File: src/rtl/gpu_pkg.sv
// Shared types and field layout for the line scheduler slice.
package gpu_pkg;

    localparam int unsigned POS_W  = 38;
    localparam int unsigned ADDR_W = 19;
    localparam int unsigned X_W    = 10;
    localparam int unsigned Y_W    = 9;
    localparam int unsigned CNT_W  = 16;

    localparam int unsigned START_X_LSB = 28;
    localparam int unsigned START_Y_LSB = 19;
    localparam int unsigned END_X_LSB   = 9;
    localparam int unsigned END_Y_LSB   = 0;

    typedef enum logic [1:0] {
        ST_IDLE,
        ST_LAUNCH,
        ST_DRAW,
        ST_STALL
    } sched_state_e;

    typedef struct packed {
        logic [X_W-1:0] start_x;
        logic [Y_W-1:0] start_y;
        logic [X_W-1:0] end_x;
        logic [Y_W-1:0] end_y;
    } line_cmd_t;

endpackage

File: src/rtl/line_sched_if.sv
// Command, engine and frame-buffer signals of the line scheduler.
interface line_sched_if;
    import gpu_pkg::*;

    logic              cmd_valid;
    logic [POS_W-1:0]  cmd_positions;
    logic              cmd_ready;
    logic [POS_W-1:0]  eng_positions;
    logic              eng_start;
    logic              eng_stop;
    logic [ADDR_W-1:0] eng_addr;
    logic              eng_done;
    logic              fb_ready;
    logic              fb_we;
    logic [ADDR_W-1:0] fb_addr;
    logic              busy;
    logic [CNT_W-1:0]  lines_drawn;

    // Environment side: command source, line engine and frame buffer.
    modport master (
        output cmd_valid, cmd_positions, eng_addr, eng_done, fb_ready,
        input  cmd_ready, eng_positions, eng_start, eng_stop, fb_we, fb_addr,
               busy, lines_drawn
    );

    // Scheduler side.
    modport slave (
        input  cmd_valid, cmd_positions, eng_addr, eng_done, fb_ready,
        output cmd_ready, eng_positions, eng_start, eng_stop, fb_we, fb_addr,
               busy, lines_drawn
    );

endinterface

File: src/rtl/line_sched_cmd_fifo.sv
// Command FIFO with registered occupancy; full stays asserted in a popping cycle.
module cmd_fifo #(
    parameter int unsigned DEPTH = 4,
    parameter int unsigned WIDTH = 38
) (
    input  logic             clk,
    input  logic             rst,
    input  logic             push,
    input  logic             pop,
    input  logic [WIDTH-1:0] wr_data,
    output logic [WIDTH-1:0] rd_data,
    output logic             full,
    output logic             empty
);

    localparam int unsigned PTR_W = $clog2(DEPTH);
    localparam int unsigned OCC_W = PTR_W + 1;

    logic [WIDTH-1:0] mem [DEPTH];
    logic [PTR_W-1:0] wr_ptr;
    logic [PTR_W-1:0] rd_ptr;
    logic [OCC_W-1:0] count;
    logic             do_push;
    logic             do_pop;

    assign full    = (count == OCC_W'(DEPTH));
    assign empty   = (count == '0);
    assign do_push = push && !full;
    assign do_pop  = pop && !empty;
    assign rd_data = mem[rd_ptr];

    // Pointers and occupancy count.
    always_ff @(posedge clk) begin
        if (rst) begin
            wr_ptr <= '0;
            rd_ptr <= '0;
            count  <= '0;
        end else begin
            if (do_push) wr_ptr <= wr_ptr + PTR_W'(1);
            if (do_pop)  rd_ptr <= rd_ptr + PTR_W'(1);
            if (do_push && !do_pop)      count <= count + OCC_W'(1);
            else if (do_pop && !do_push) count <= count - OCC_W'(1);
        end
    end

    // Storage array, written on accepted push only.
    always_ff @(posedge clk) begin
        if (do_push) mem[wr_ptr] <= wr_data;
    end

endmodule

File: src/rtl/line_sched.sv
// Queues line commands and sequences the line engine against frame-buffer backpressure.
module line_sched
    import gpu_pkg::*;
#(
    parameter int unsigned DEPTH = 4
) (
    input logic         clk,
    input logic         rst,
    line_sched_if.slave bus
);

    sched_state_e     state;
    sched_state_e     state_nxt;
    logic             fifo_full;
    logic             fifo_empty;
    logic             push;
    logic             pop;
    logic             avail;
    logic             complete;
    logic             stop_c;
    logic [POS_W-1:0] head;
    logic [POS_W-1:0] pos_q;
    logic [CNT_W-1:0] lines_q;
    logic             start_q;
    logic             we_q;

    // A command arriving this cycle counts as queued work so an idle scheduler launches next cycle.
    assign push  = bus.cmd_valid && !fifo_full;
    assign pop   = (state == ST_LAUNCH);
    assign avail = !fifo_empty || push;

    cmd_fifo #(
        .DEPTH (DEPTH),
        .WIDTH (POS_W)
    ) u_cmd_fifo (
        .clk     (clk),
        .rst     (rst),
        .push    (push),
        .pop     (pop),
        .wr_data (bus.cmd_positions),
        .rd_data (head),
        .full    (fifo_full),
        .empty   (fifo_empty)
    );

    // State register.
    always_ff @(posedge clk) begin
        if (rst) state <= ST_IDLE;
        else     state <= state_nxt;
    end

    // Next state, engine freeze and line completion.
    always_comb begin
        state_nxt = state;
        stop_c    = 1'b0;
        complete  = 1'b0;
        case (state)
            ST_IDLE: begin
                if (avail) state_nxt = ST_LAUNCH;
            end
            ST_LAUNCH: begin
                state_nxt = ST_DRAW;
            end
            ST_DRAW, ST_STALL: begin
                if (!bus.fb_ready) begin
                    stop_c    = 1'b1;
                    state_nxt = ST_STALL;
                end else if (bus.eng_done) begin
                    complete  = 1'b1;
                    state_nxt = avail ? ST_LAUNCH : ST_IDLE;
                end else begin
                    state_nxt = ST_DRAW;
                end
            end
            default: state_nxt = ST_IDLE;
        endcase
    end

    // Registered launch pulse, write strobe, segment and completion count.
    always_ff @(posedge clk) begin
        if (rst) begin
            start_q <= 1'b0;
            we_q    <= 1'b0;
            pos_q   <= '0;
            lines_q <= '0;
        end else begin
            start_q <= (state_nxt == ST_LAUNCH);
            we_q    <= (state_nxt == ST_DRAW) || (state_nxt == ST_STALL);
            if (pop)      pos_q   <= head;
            if (complete) lines_q <= lines_q + CNT_W'(1);
        end
    end

    assign bus.cmd_ready     = !fifo_full;
    assign bus.eng_positions = pos_q;
    assign bus.eng_start     = start_q;
    assign bus.eng_stop      = stop_c;
    assign bus.fb_we         = we_q;
    assign bus.fb_addr       = bus.eng_addr;
    assign bus.busy          = !fifo_empty || (state != ST_IDLE);
    assign bus.lines_drawn   = lines_q;

endmodule
File: src/flat_wrapper.sv
// flat-port wrapper written by rule: the top's interface ports become plain ports
module line_sched_flat import gpu_pkg::*;
#(
    parameter int unsigned DEPTH = 4
)
  (clk, rst, bus_cmd_valid, bus_cmd_positions, bus_eng_addr, bus_eng_done, bus_fb_ready, bus_cmd_ready, bus_eng_positions, bus_eng_start, bus_eng_stop, bus_fb_we, bus_fb_addr, bus_busy, bus_lines_drawn);
  line_sched_if bus_i ();
  input logic clk;
  input logic rst;
  input wire logic [$bits(bus_i.cmd_valid)-1:0] bus_cmd_valid;
  input wire logic [$bits(bus_i.cmd_positions)-1:0] bus_cmd_positions;
  input wire logic [$bits(bus_i.eng_addr)-1:0] bus_eng_addr;
  input wire logic [$bits(bus_i.eng_done)-1:0] bus_eng_done;
  input wire logic [$bits(bus_i.fb_ready)-1:0] bus_fb_ready;
  output wire logic [$bits(bus_i.cmd_ready)-1:0] bus_cmd_ready;
  output wire logic [$bits(bus_i.eng_positions)-1:0] bus_eng_positions;
  output wire logic [$bits(bus_i.eng_start)-1:0] bus_eng_start;
  output wire logic [$bits(bus_i.eng_stop)-1:0] bus_eng_stop;
  output wire logic [$bits(bus_i.fb_we)-1:0] bus_fb_we;
  output wire logic [$bits(bus_i.fb_addr)-1:0] bus_fb_addr;
  output wire logic [$bits(bus_i.busy)-1:0] bus_busy;
  output wire logic [$bits(bus_i.lines_drawn)-1:0] bus_lines_drawn;
  assign bus_i.cmd_valid = bus_cmd_valid;
  assign bus_i.cmd_positions = bus_cmd_positions;
  assign bus_i.eng_addr = bus_eng_addr;
  assign bus_i.eng_done = bus_eng_done;
  assign bus_i.fb_ready = bus_fb_ready;
  assign bus_cmd_ready = bus_i.cmd_ready;
  assign bus_eng_positions = bus_i.eng_positions;
  assign bus_eng_start = bus_i.eng_start;
  assign bus_eng_stop = bus_i.eng_stop;
  assign bus_fb_we = bus_i.fb_we;
  assign bus_fb_addr = bus_i.fb_addr;
  assign bus_busy = bus_i.busy;
  assign bus_lines_drawn = bus_i.lines_drawn;
  line_sched #(.DEPTH(DEPTH)) u_core (.clk(clk), .rst(rst), .bus(bus_i));
endmodule
File: config.mk
export PLATFORM = sky130hd
export DESIGN_NAME = line_sched_flat
export DESIGN_NICKNAME = d
export VERILOG_FILES = /design/src/rtl/gpu_pkg.sv /design/src/rtl/line_sched_if.sv /design/src/rtl/line_sched_cmd_fifo.sv /design/src/rtl/line_sched.sv /design/src/flat_wrapper.sv
export SDC_FILE = /design/constraint.sdc
export NUM_CORES = 1
export LEC_CHECK = 0
export ABC_CLOCK_PERIOD_IN_PS = 7600
export CAP_MARGIN = 20
export CORE_MARGIN = 5
export CORE_UTILIZATION = 50
export CTS_BUF_LIST = sky130_fd_sc_hd__clkbuf_16
export DETAILED_ROUTE_END_ITERATION = 12
export PLACE_DENSITY = 0.86
export SETUP_SLACK_MARGIN = 0.02
export SKIP_LAST_GASP = 1
export SYNTH_ARGS = -nofsm -noshare
export SYNTH_HDL_FRONTEND = slang
export SYNTH_SLANG_ARGS = --single-unit
File: constraint.sdc
create_clock -name clk -period 7.6 [get_ports clk]
set_input_delay 2.28 -clock clk [delete_from_list [all_inputs] [get_ports clk]]
set_output_delay 2.28 -clock clk [all_outputs]
set_load 0.005 [all_outputs]
==> results.toml <==
[global_routing]
track_usage_pct = 17.4
grt_max_degree = 67
busiest_layer = "met2"
grt_pass1_wl_um = 25500
antenna_found_initial = 0
grtUsageMet3_pct = 3.92
gr-usage-met1_pct = 21.4
overflow = 0
grt.met2_usage_pct = 30.3
first_global_vias = 4731

[layout]
post-route-util_pct = 62.5
final_nets = 679
diodes = 0
layout-drive-gt1-share_pct = 14.1
fin_area_um2 = 9970
syn_to_final_growth_pct = 21.9
finalNonFillerCells = 842

[sta]
period_needed_ps = 5740
setup_tns_ps = 0
fin_crit_sh_pct = 75.6
fmax_mhz = 174
worst_hold_slack_ps = 455
worstMarginPinSlew_ps = 1090
clock_skew_ps = 16.7
timing.final.ws_setup_ps = 1860
rsz0062_at_grt = "false"
relSlewSlack_pct = 27.0
hold_viol_final = 0
setup_viol_count_final = 0
slew_viol_final = 0

[setup_path]
max_stage_delay_ps = 530
crit_type = "input port to primary output"
crit_fanout = 3
cp-end-kind = "primary output"
critPathBufInv = 2
cp_top_family = "buffers and inverters"
cpMostUsedCell = "clkdlybuf4s50_1"
cp.arrival_ps = 3460
timing.rr.start = "u_core.state[0]"
rr_worst_depth = 8
path_cells = "clkdlybuf4s50_1, nor2b_1, clkdlybuf4s50_1"
crit_required_ps = 5320
r2r-end = "u_core.u_cmd_fifo.count[2]"
endpoint = "bus_eng_stop"
cpMaxStageDelayCell = "clkdlybuf4s50_1"
path_depth = 3
crit_path_start = "bus_fb_ready"
start_kind = "input port"
r2r_setup_slack_ps = 4890

[route]
wl_per_cell_um = 19.3
ant_nets = 0
route.vias.total = 4522
remaining_drc_errors = 0
first_iter_violations = 256
wirelength_um = 16200
via_per_inst = 5.37
firstDrtPassIters = 4

[synth]
synth_area_um2 = 8170
syn-num-nets = 597
yosys-top-cells-count = "edfxtp_1, nand2_1, dfxtp_1"
yosysTopAreaCell = "edfxtp_1"
ys_seq_elements = 217
yosysSeqAreaShare_pct = 71.8
synth_area_leaders = "edfxtp_1, dfxtp_1, mux4_2"
synthCells = 528
yosysMostFrequentCell = "edfxtp_1"
synth_ff_type = "edfxtp_1"
synth_edf_count = 152
avgSynthCellArea_um2 = 15.5
yosys_warnings = 0
synthArstFlopShare_pct = 0
ys_types = 34
synth_top_area_share_pct = 55.8

[cts]
clock_latency_ps = 500
post-cts-setup-buffers = 0
hold_buffers = 0
clockBufferDepth = 3
clkTransAtPathRegs_ps = 60
cts_resized = 0
htreeDepth = 1
numCtsBuffers = 22
cts_root_buffer = "clkbuf_16"
clock_sinks = 217
tritoncts = "yes"

[die]
core_area_um2 = 15900
initial_core_util_pct = 51.3
dieArea_um2 = 19000
num_io_pins = 140
rows = 46
die_w_um = 138
die_h_um = 138

[power]
p_switching_uw = 792
p_total_mw = 3.17
internal-power_mw = 2.38
p_comb_share_pct = 17.6
seqPwrFrac_pct = 48.6
power.share.clock_pct = 33.8
p_leak_nw = 3.23
power.density_nw_per_um2 = 318
ir_drop_uv = 193
power.share.switching_pct = 24.9

[placement]
pre_cts_slack_ps = 1870
place_area_um2 = 9230
routabilityCongestion = 0.843
post-dp-hpwl_um = 9890
dp.cells = 802
io_buffers = 101

[min_path]
hold_class = "flip-flop to flip-flop"

[run_status]
status = "finished clean"

[job]
cap_violations = 0
-- tightest hold or removal path, cell delays in order, from the launching register on --
cell and delay (ps):
dfxtp_1 310, nand2_1 50, a21oi_1 50
-- cell families after synthesis --
kind of cell / after synthesis / share of synthesized area, %
adder cells (fa/ha/maj): 7 / 1.16
XOR/XNOR: 16 / 1.71
AO/OA/AOI/OAI: 52 / 3.40
buffers and inverters: 49 / 3.21
multiplexers: 40 / 10.7
AND/OR/NAND/NOR: 147 / 8.04
flip-flops: 217 / 71.8
-- layout by cell type, fill, tap and decap left out, drive strengths merged --
master / instances
ha: 6
buf: 2
nand2b: 3
fa: 1
clkdlybuf4s50: 100
clkinv: 9
or3: 4
nor4: 4
nor3: 6
a21boi: 1
a31o: 2
nand4: 5
and3: 1
o21ai: 2
clkinvlp: 3
clkbuf: 23
inv: 7
nor2b: 2
or2: 1
xor2: 7
xnor2: 9
o21ba: 1
bufinv: 3
nand3: 7
o31ai: 1
dfxtp: 65
nor2: 24
mux2i: 2
or4: 1
a21oi: 45
mux4: 38
nand2: 84
and2: 5
edfxtp: 152
-- worst min-delay path by stage --
stage               depth (start not counted)  slack [ps]                         start                           end
floorplan                                   2         450   u_core.bus.eng_positions[0]   u_core.bus.eng_positions[0]
global route                                2         470  u_core.bus.eng_positions[18]  u_core.bus.eng_positions[18]
detailed placement                          2         450   u_core.bus.eng_positions[7]   u_core.bus.eng_positions[7]
global placement                            2         450   u_core.bus.eng_positions[6]   u_core.bus.eng_positions[6]
finish                                      2         450  u_core.bus.eng_positions[17]  u_core.bus.eng_positions[17]
CTS                                         2         460  u_core.bus.eng_positions[18]  u_core.bus.eng_positions[18]
-- area by class of cell --
type                    instances  area, µm²
clock buffers                  23        576
clock inverters                17        158
fillers                      1151       5980
inverters                       5       18.8
multi-input cells             262       2060
flip-flops and latches        217       5870
well taps                     216        270
repair buffers                102       1010
-- registers in the layout, indices dropped and copies added (netlist names) --
signal	cells
u_core.bus.eng_positions	38
u_core.bus.eng_start	1
u_core.bus.fb_we	1
u_core.bus.lines_drawn	16
u_core.state	2
u_core.u_cmd_fifo.count	3
u_core.u_cmd_fifo.mem	152
u_core.u_cmd_fifo.rd_ptr	2
u_core.u_cmd_fifo.wr_ptr	2
-- per-layer routing --
layer | part of all wire, % | up-vias | routed length [µm]
met3 | 6.7 | 39 | 1090
li1 | - | 2106 | -
met2 | 53 | 133 | 8670
met4 | 2.2 | 0 | 356
met5 | 0 | - | 0
met1 | 38 | 2244 | 6110
-- power groups by stage --
stage                     sequential [mW]  combinational, mW  clock, mW
after floorplan                      1.51              0.381          0
after global placement               1.56              0.545          0
after detailed placement             1.57              0.566          0
after CTS                            1.55              0.570       1.10
after global routing                 1.57              0.612       1.15
final                                1.54              0.558       1.07
Note: power is estimated with default switching activity, not from simulation.
